$ cat src/rtl/spi_ram_param.sv
// SPI-slave front end over a single-port RAM, clocked by one system clock; frames commit one edge after the last bit.
// Read data appears on MISO from edge N+2; there is no backpressure, the SPI master paces every frame.
module spi_ram_param #(
  parameter int ADDR_W   = 8,
  parameter int DATA_W   = 8,
  parameter int AUTO_INC = 1
) (
  input  logic       clk,
  input  logic       rst,
  input  logic       SS_n,
  input  logic       MOSI,
  output logic       MISO,
  output logic       op_done,
  output logic [1:0] op_code,
  output logic       abort
);
  localparam int DEPTH = 2 ** ADDR_W;
  localparam int PW    = (ADDR_W > DATA_W) ? ADDR_W : DATA_W;
  localparam int N     = 2 + PW;
  localparam int CW    = $clog2(N);
  localparam logic [CW-1:0] LAST_RX = CW'(N - 1);
  localparam logic [CW-1:0] LAST_TX = CW'(DATA_W - 1);

  typedef enum logic [2:0] {IDLE, RECV, COMMIT, RD_LOAD, SHIFT, DONE} state_t;

  state_t              state, state_nx;
  logic [N-1:0]        rx_sr;
  logic [DATA_W-1:0]   tx_sr;
  logic [CW-1:0]       bit_cnt;
  logic [ADDR_W-1:0]   wptr, rptr;
  logic                armed;
  logic                commit, abort_nx;
  logic [1:0]          cmd;
  logic [DATA_W-1:0]   mem [DEPTH];

  assign cmd  = rx_sr[N-1:N-2];
  assign MISO = (state == SHIFT) & tx_sr[DATA_W-1];

  always_ff @(posedge clk or posedge rst) begin
    if (rst) state <= IDLE;
    else     state <= state_nx;
  end

  // SS_n high outranks every frame-internal transition, including the commit itself.
  always_comb begin
    state_nx = state;
    commit   = 1'b0;
    abort_nx = 1'b0;
    case (state)
      IDLE:    if (!SS_n && armed) state_nx = RECV;
      RECV: begin
        if (SS_n) begin
          abort_nx = 1'b1;
          state_nx = IDLE;
        end else if (bit_cnt == LAST_RX) begin
          state_nx = COMMIT;
        end
      end
      COMMIT: begin
        if (SS_n) begin
          abort_nx = 1'b1;
          state_nx = IDLE;
        end else begin
          commit   = 1'b1;
          state_nx = (cmd == 2'b11) ? RD_LOAD : DONE;
        end
      end
      RD_LOAD: begin
        if (SS_n) begin
          abort_nx = 1'b1;
          state_nx = IDLE;
        end else begin
          state_nx = SHIFT;
        end
      end
      SHIFT: begin
        if (SS_n) begin
          abort_nx = 1'b1;
          state_nx = IDLE;
        end else if (bit_cnt == LAST_TX) begin
          state_nx = DONE;
        end
      end
      DONE:    if (SS_n) state_nx = IDLE;
      default: state_nx = IDLE;
    endcase
  end

  always_ff @(posedge clk or posedge rst) begin
    if (rst) begin
      armed   <= 1'b0;
      rx_sr   <= '0;
      tx_sr   <= '0;
      bit_cnt <= '0;
      wptr    <= '0;
      rptr    <= '0;
      op_code <= 2'b00;
      op_done <= 1'b0;
      abort   <= 1'b0;
    end else begin
      armed   <= armed | SS_n;
      op_done <= commit;
      abort   <= abort_nx;
      case (state)
        IDLE: bit_cnt <= '0;
        RECV: begin
          rx_sr   <= {rx_sr[N-2:0], MOSI};
          bit_cnt <= bit_cnt + CW'(1);
        end
        RD_LOAD: begin
          tx_sr   <= mem[rptr];
          bit_cnt <= '0;
          if (!SS_n && AUTO_INC != 0) rptr <= rptr + ADDR_W'(1);
        end
        SHIFT: begin
          tx_sr   <= tx_sr << 1;
          bit_cnt <= bit_cnt + CW'(1);
        end
        default: ;
      endcase
      if (commit) begin
        op_code <= cmd;
        case (cmd)
          2'b00:   wptr <= rx_sr[ADDR_W-1:0];
          2'b01:   if (AUTO_INC != 0) wptr <= wptr + ADDR_W'(1);
          2'b10:   rptr <= rx_sr[ADDR_W-1:0];
          default: ;
        endcase
      end
    end
  end

  // Memory contents survive reset, so the array has no reset branch.
  always_ff @(posedge clk) begin
    if (commit && cmd == 2'b01) mem[wptr] <= rx_sr[DATA_W-1:0];
  end
endmodule
$ cat config.mk
export PLATFORM = sky130hd
export DESIGN_NAME = spi_ram_param
export DESIGN_NICKNAME = d
export VERILOG_FILES = /design/src/rtl/spi_ram_param.sv
export SDC_FILE = /design/constraint.sdc
export NUM_CORES = 2
export LEC_CHECK = 0
export ABC_CLOCK_PERIOD_IN_PS = 7400
export CORE_MARGIN = 2
export CORE_UTILIZATION = 45
export DETAILED_ROUTE_END_ITERATION = 10
export DONT_BUFFER_PORTS = 1
export HOLD_SLACK_MARGIN = 0.12
export PLACE_DENSITY = 0.66
export SLEW_MARGIN = 20
export SYNTH_ARGS = -nofsm -noshare
export SYNTH_HDL_FRONTEND = slang
export SYNTH_SLANG_ARGS = --single-unit
$ cat constraint.sdc
create_clock -name clk -period 7.4 [get_ports clk]
set_input_delay 1.85 -clock clk [delete_from_list [all_inputs] [get_ports clk]]
set_output_delay 1.85 -clock clk [all_outputs]
set_load 0.02 [all_outputs]
==> flow_summary.json <==
{
  "cts-root-buf": "clkbuf_16",
  "synth_ff_type": "edfxtp_1",
  "clkSlewWorstSetupHoldPaths_ns": 0.07,
  "avgSynthCellArea_um2": 20.6,
  "worstMarginPinSlew_ns": 1.23,
  "place_inst": 6198,
  "synth_edf_count": 2048,
  "ys_seq_elements": 2094,
  "p_total_mw": 36.4,
  "grt-ovfl-total": 0,
  "slew_headroom": 0.181,
  "post-route-util": 0.502,
  "tritoncts": "yes",
  "num_vias": 41400,
  "rsz0062_at_grt": "no",
  "grt_pass1_vias": 40800,
  "ios": 9,
  "synth_fp_nets": 3979,
  "ant_nets": 0,
  "r2r-start": "rptr[1]",
  "drv_cap": 0,
  "reg2reg_setup_slack_ns": 2.90,
  "finalMaxSlewViolations": 0,
  "ff2ff_path_depth": 8,
  "clock_latency_ns": 0.86,
  "dp_hpwl_mm": 132,
  "min-delay-path-class": "register to register",
  "start_util": 0.453,
  "required_ns": 8.15,
  "hp-start": "armed",
  "r2r_end": "tx_sr[0]",
  "crit_arrival_ns": 5.25,
  "grt_pass1_wl_mm": 314,
  "dieArea_um2": 185000,
  "grt_max_degree": 155,
  "netlist_area_um2": 81800,
  "min_period_ns": 4.50,
  "fillers": 14200,
  "antenna_found_initial": 5,
  "htree_levels": 4,
  "leakagePower_nw": 27.9,
  "drt-total-wl_mm": 220,
  "seq_area_um2": 62700,
  "routabilityCongestion": 0.958,
  "hold_viol_final": 0,
  "cts_setup_buffers": 0,
  "fp.dieH_um": 430,
  "cts_resized": 0,
  "drc": 0,
  "hold-path-cell-count": 1,
  "hold-path-endpoint": "armed",
  "grtUsageTotal": 0.238,
  "setup_viol": 0,
  "drive_gt1_frac": 0.216,
  "firstDrtPassIters": 7,
  "ys_warn_count": 0,
  "ctsHoldBuffers": 0,
  "critPathKind": "register to register",
  "fin_nets": 4037,
  "timing.setup.tns_ns": 0,
  "cts.path.max_buffers": 3,
  "core_area_um2": 181000,
  "seq_area_frac_synth": 0.766,
  "final_cell_count_no_fill": 6564,
  "area_growth_pct": 11.0,
  "fmax_ghz": 0.222,
  "port-buffer-count": 0,
  "async_flop_share": 0.0220,
  "clock_skew_ns": 0.0581,
  "num_rows": 156,
  "yosysUniqueCellTypes": 68,
  "wl_per_cell_um": 33.6,
  "outcome": "complete, no violations",
  "drtIter0Drc": 5897,
  "viasPerCell": 6.31,
  "p_per_area_nw_per_um2": 401,
  "cts_sinks": 2094,
  "die_w_um": 430,
  "period_share": 0.608,
  "multi_input_area_um2": 17800,
  "start_kind": "register",
  "endpoint_kind": "register",
  "peakVddDrop_v": 0.000435,
  "syn_inst": 3968,
  "numCtsBuffers": 196,
  "hold_ws_ns": 0.467,
  "worstPathMaxFanout": 50
}
-- report_power, final --
part / total, mW / internal (mW) / leakage (nW) / switching (mW)
combinational: 10.7 / 3.64 / 5.76 / 7.06
clock: 10.0 / 5.63 / 3.10 / 4.39
sequential: 15.7 / 14.8 / 19.1 / 0.884
-- placed cells by master (no fill, tap or decap), drive strengths merged, types with 21 or more instances in the layout --
| cell type | instances |
|---|---|
| o22ai | 39 |
| nor2 | 320 |
| a22oi | 39 |
| clkbuf | 234 |
| a221oi | 29 |
| nand2 | 150 |
| edfxtp | 2048 |
| o221ai | 21 |
| o21ai | 48 |
| clkinv | 98 |
| buf | 98 |
| mux4 | 483 |
| inv | 22 |
| nand3 | 42 |
| bufinv | 21 |
| mux2i | 157 |
| dfrtp | 46 |
| a21oi | 85 |
-- cell usage after synthesis (all sizes together) (3+ instances only) --
master,number,share of area
clkbuf,95,0.0044
a221o,5,0.00061
nand3b,4,0.00037
nand2,150,0.0069
nand3,42,0.0026
o22a,3,0.00032
a32oi,4,0.00043
buf,143,0.012
dfrtp,46,0.014
a221oi,29,0.0031
a22o,15,0.0016
a311oi,4,0.00043
o21ai,48,0.0029
xnor2,6,0.00064
mux2,18,0.0025
mux4,483,0.13
ha,7,0.0011
a31oi,8,0.00061
nand2b,7,0.00054
nor3,8,0.00049
o221ai,21,0.0022
o31ai,6,0.00055
and3,10,0.00076
a21oi,85,0.0052
a211o,6,0.00064
o211ai,16,0.0015
nand4,9,0.00069
or3,4,0.00031
a211oi,15,0.0014
inv,15,0.00069
mux2i,157,0.019
and2,5,0.00038
a22oi,39,0.0036
nor2b,12,0.00092
edfxtp,2048,0.75
nor2,320,0.015
o22ai,39,0.0030
nor4,3,0.00023
-- metrics by stage --
stage | cell area (µm²) | worst slack (ns)
6_report | 90800 | 2.90
4_1_cts | 90800 | 2.98
5_1_grt | 90800 | 2.82
3_5_place_dp | 84400 | 2.27
2_1_floorplan | 81800 | 3.36
3_3_place_gp | 84400 | 2.32
-- layer usage --
metal	global-route usage	wire length [µm]	vias up
met1	0.333	85500	22000
li1	-	-	16500
met4	0.0982	9780	2
met2	0.359	101000	2533
met3	0.0622	24100	429
met5	0	12	-
-- cell families after synthesis --
logic type | synth area share
AOI/OAI and AO/OA | 0.0307
DFF | 0.766
muxes | 0.155
adders and majority gates | 0.00107
xor gates and xnor gates | 0.000857
and+or+nand+nor | 0.0294
buffers and inverters | 0.0173
-- worst max-delay path: stages (launching register included) --
cell and delay, ns:
dfrtp_4 1.07, buf_4 0.79, buf_4 0.48, mux4_2 0.37, a22o_1 0.27, a221oi_1 0.71
o22ai_1 0.19, o31ai_1 0.32, o21ai_1 0.09
-- registers in the layout (all words and copies together) (netlist names) --
signal and flops:
rptr 8, state 3, rx_sr 10, bit_cnt 4, op_done 1, abort 1
mem 2048, op_code 2, armed 1, wptr 8, tx_sr 8
-- worst max path at each step --
stage / startpoint / endpoint / slack (ns) / cells past startpoint
after floorplan: SS_n / mem[219][0] / 3.36 / 6
after global placement: SS_n / mem[249][2] / 2.32 / 7
after detailed placement: SS_n / mem[17][3] / 2.27 / 7
after CTS: rptr[0] / tx_sr[3] / 2.98 / 9
after global routing: rptr[0] / tx_sr[1] / 2.82 / 9
final: rptr[1] / tx_sr[0] / 2.90 / 8
-- cell type report --
class / instances / area share
antenna: 3 / 0.0000827
clock buffer: 234 / 0.0558
clock inverter: 129 / 0.0142
multi-input combinational: 1619 / 0.196
tap: 2370 / 0.0327
sequential: 2094 / 0.691
timing repair buffer: 98 / 0.00998
inverter: 17 / 0.000758
No activity file was read; power rests on OpenSTA's default activity.
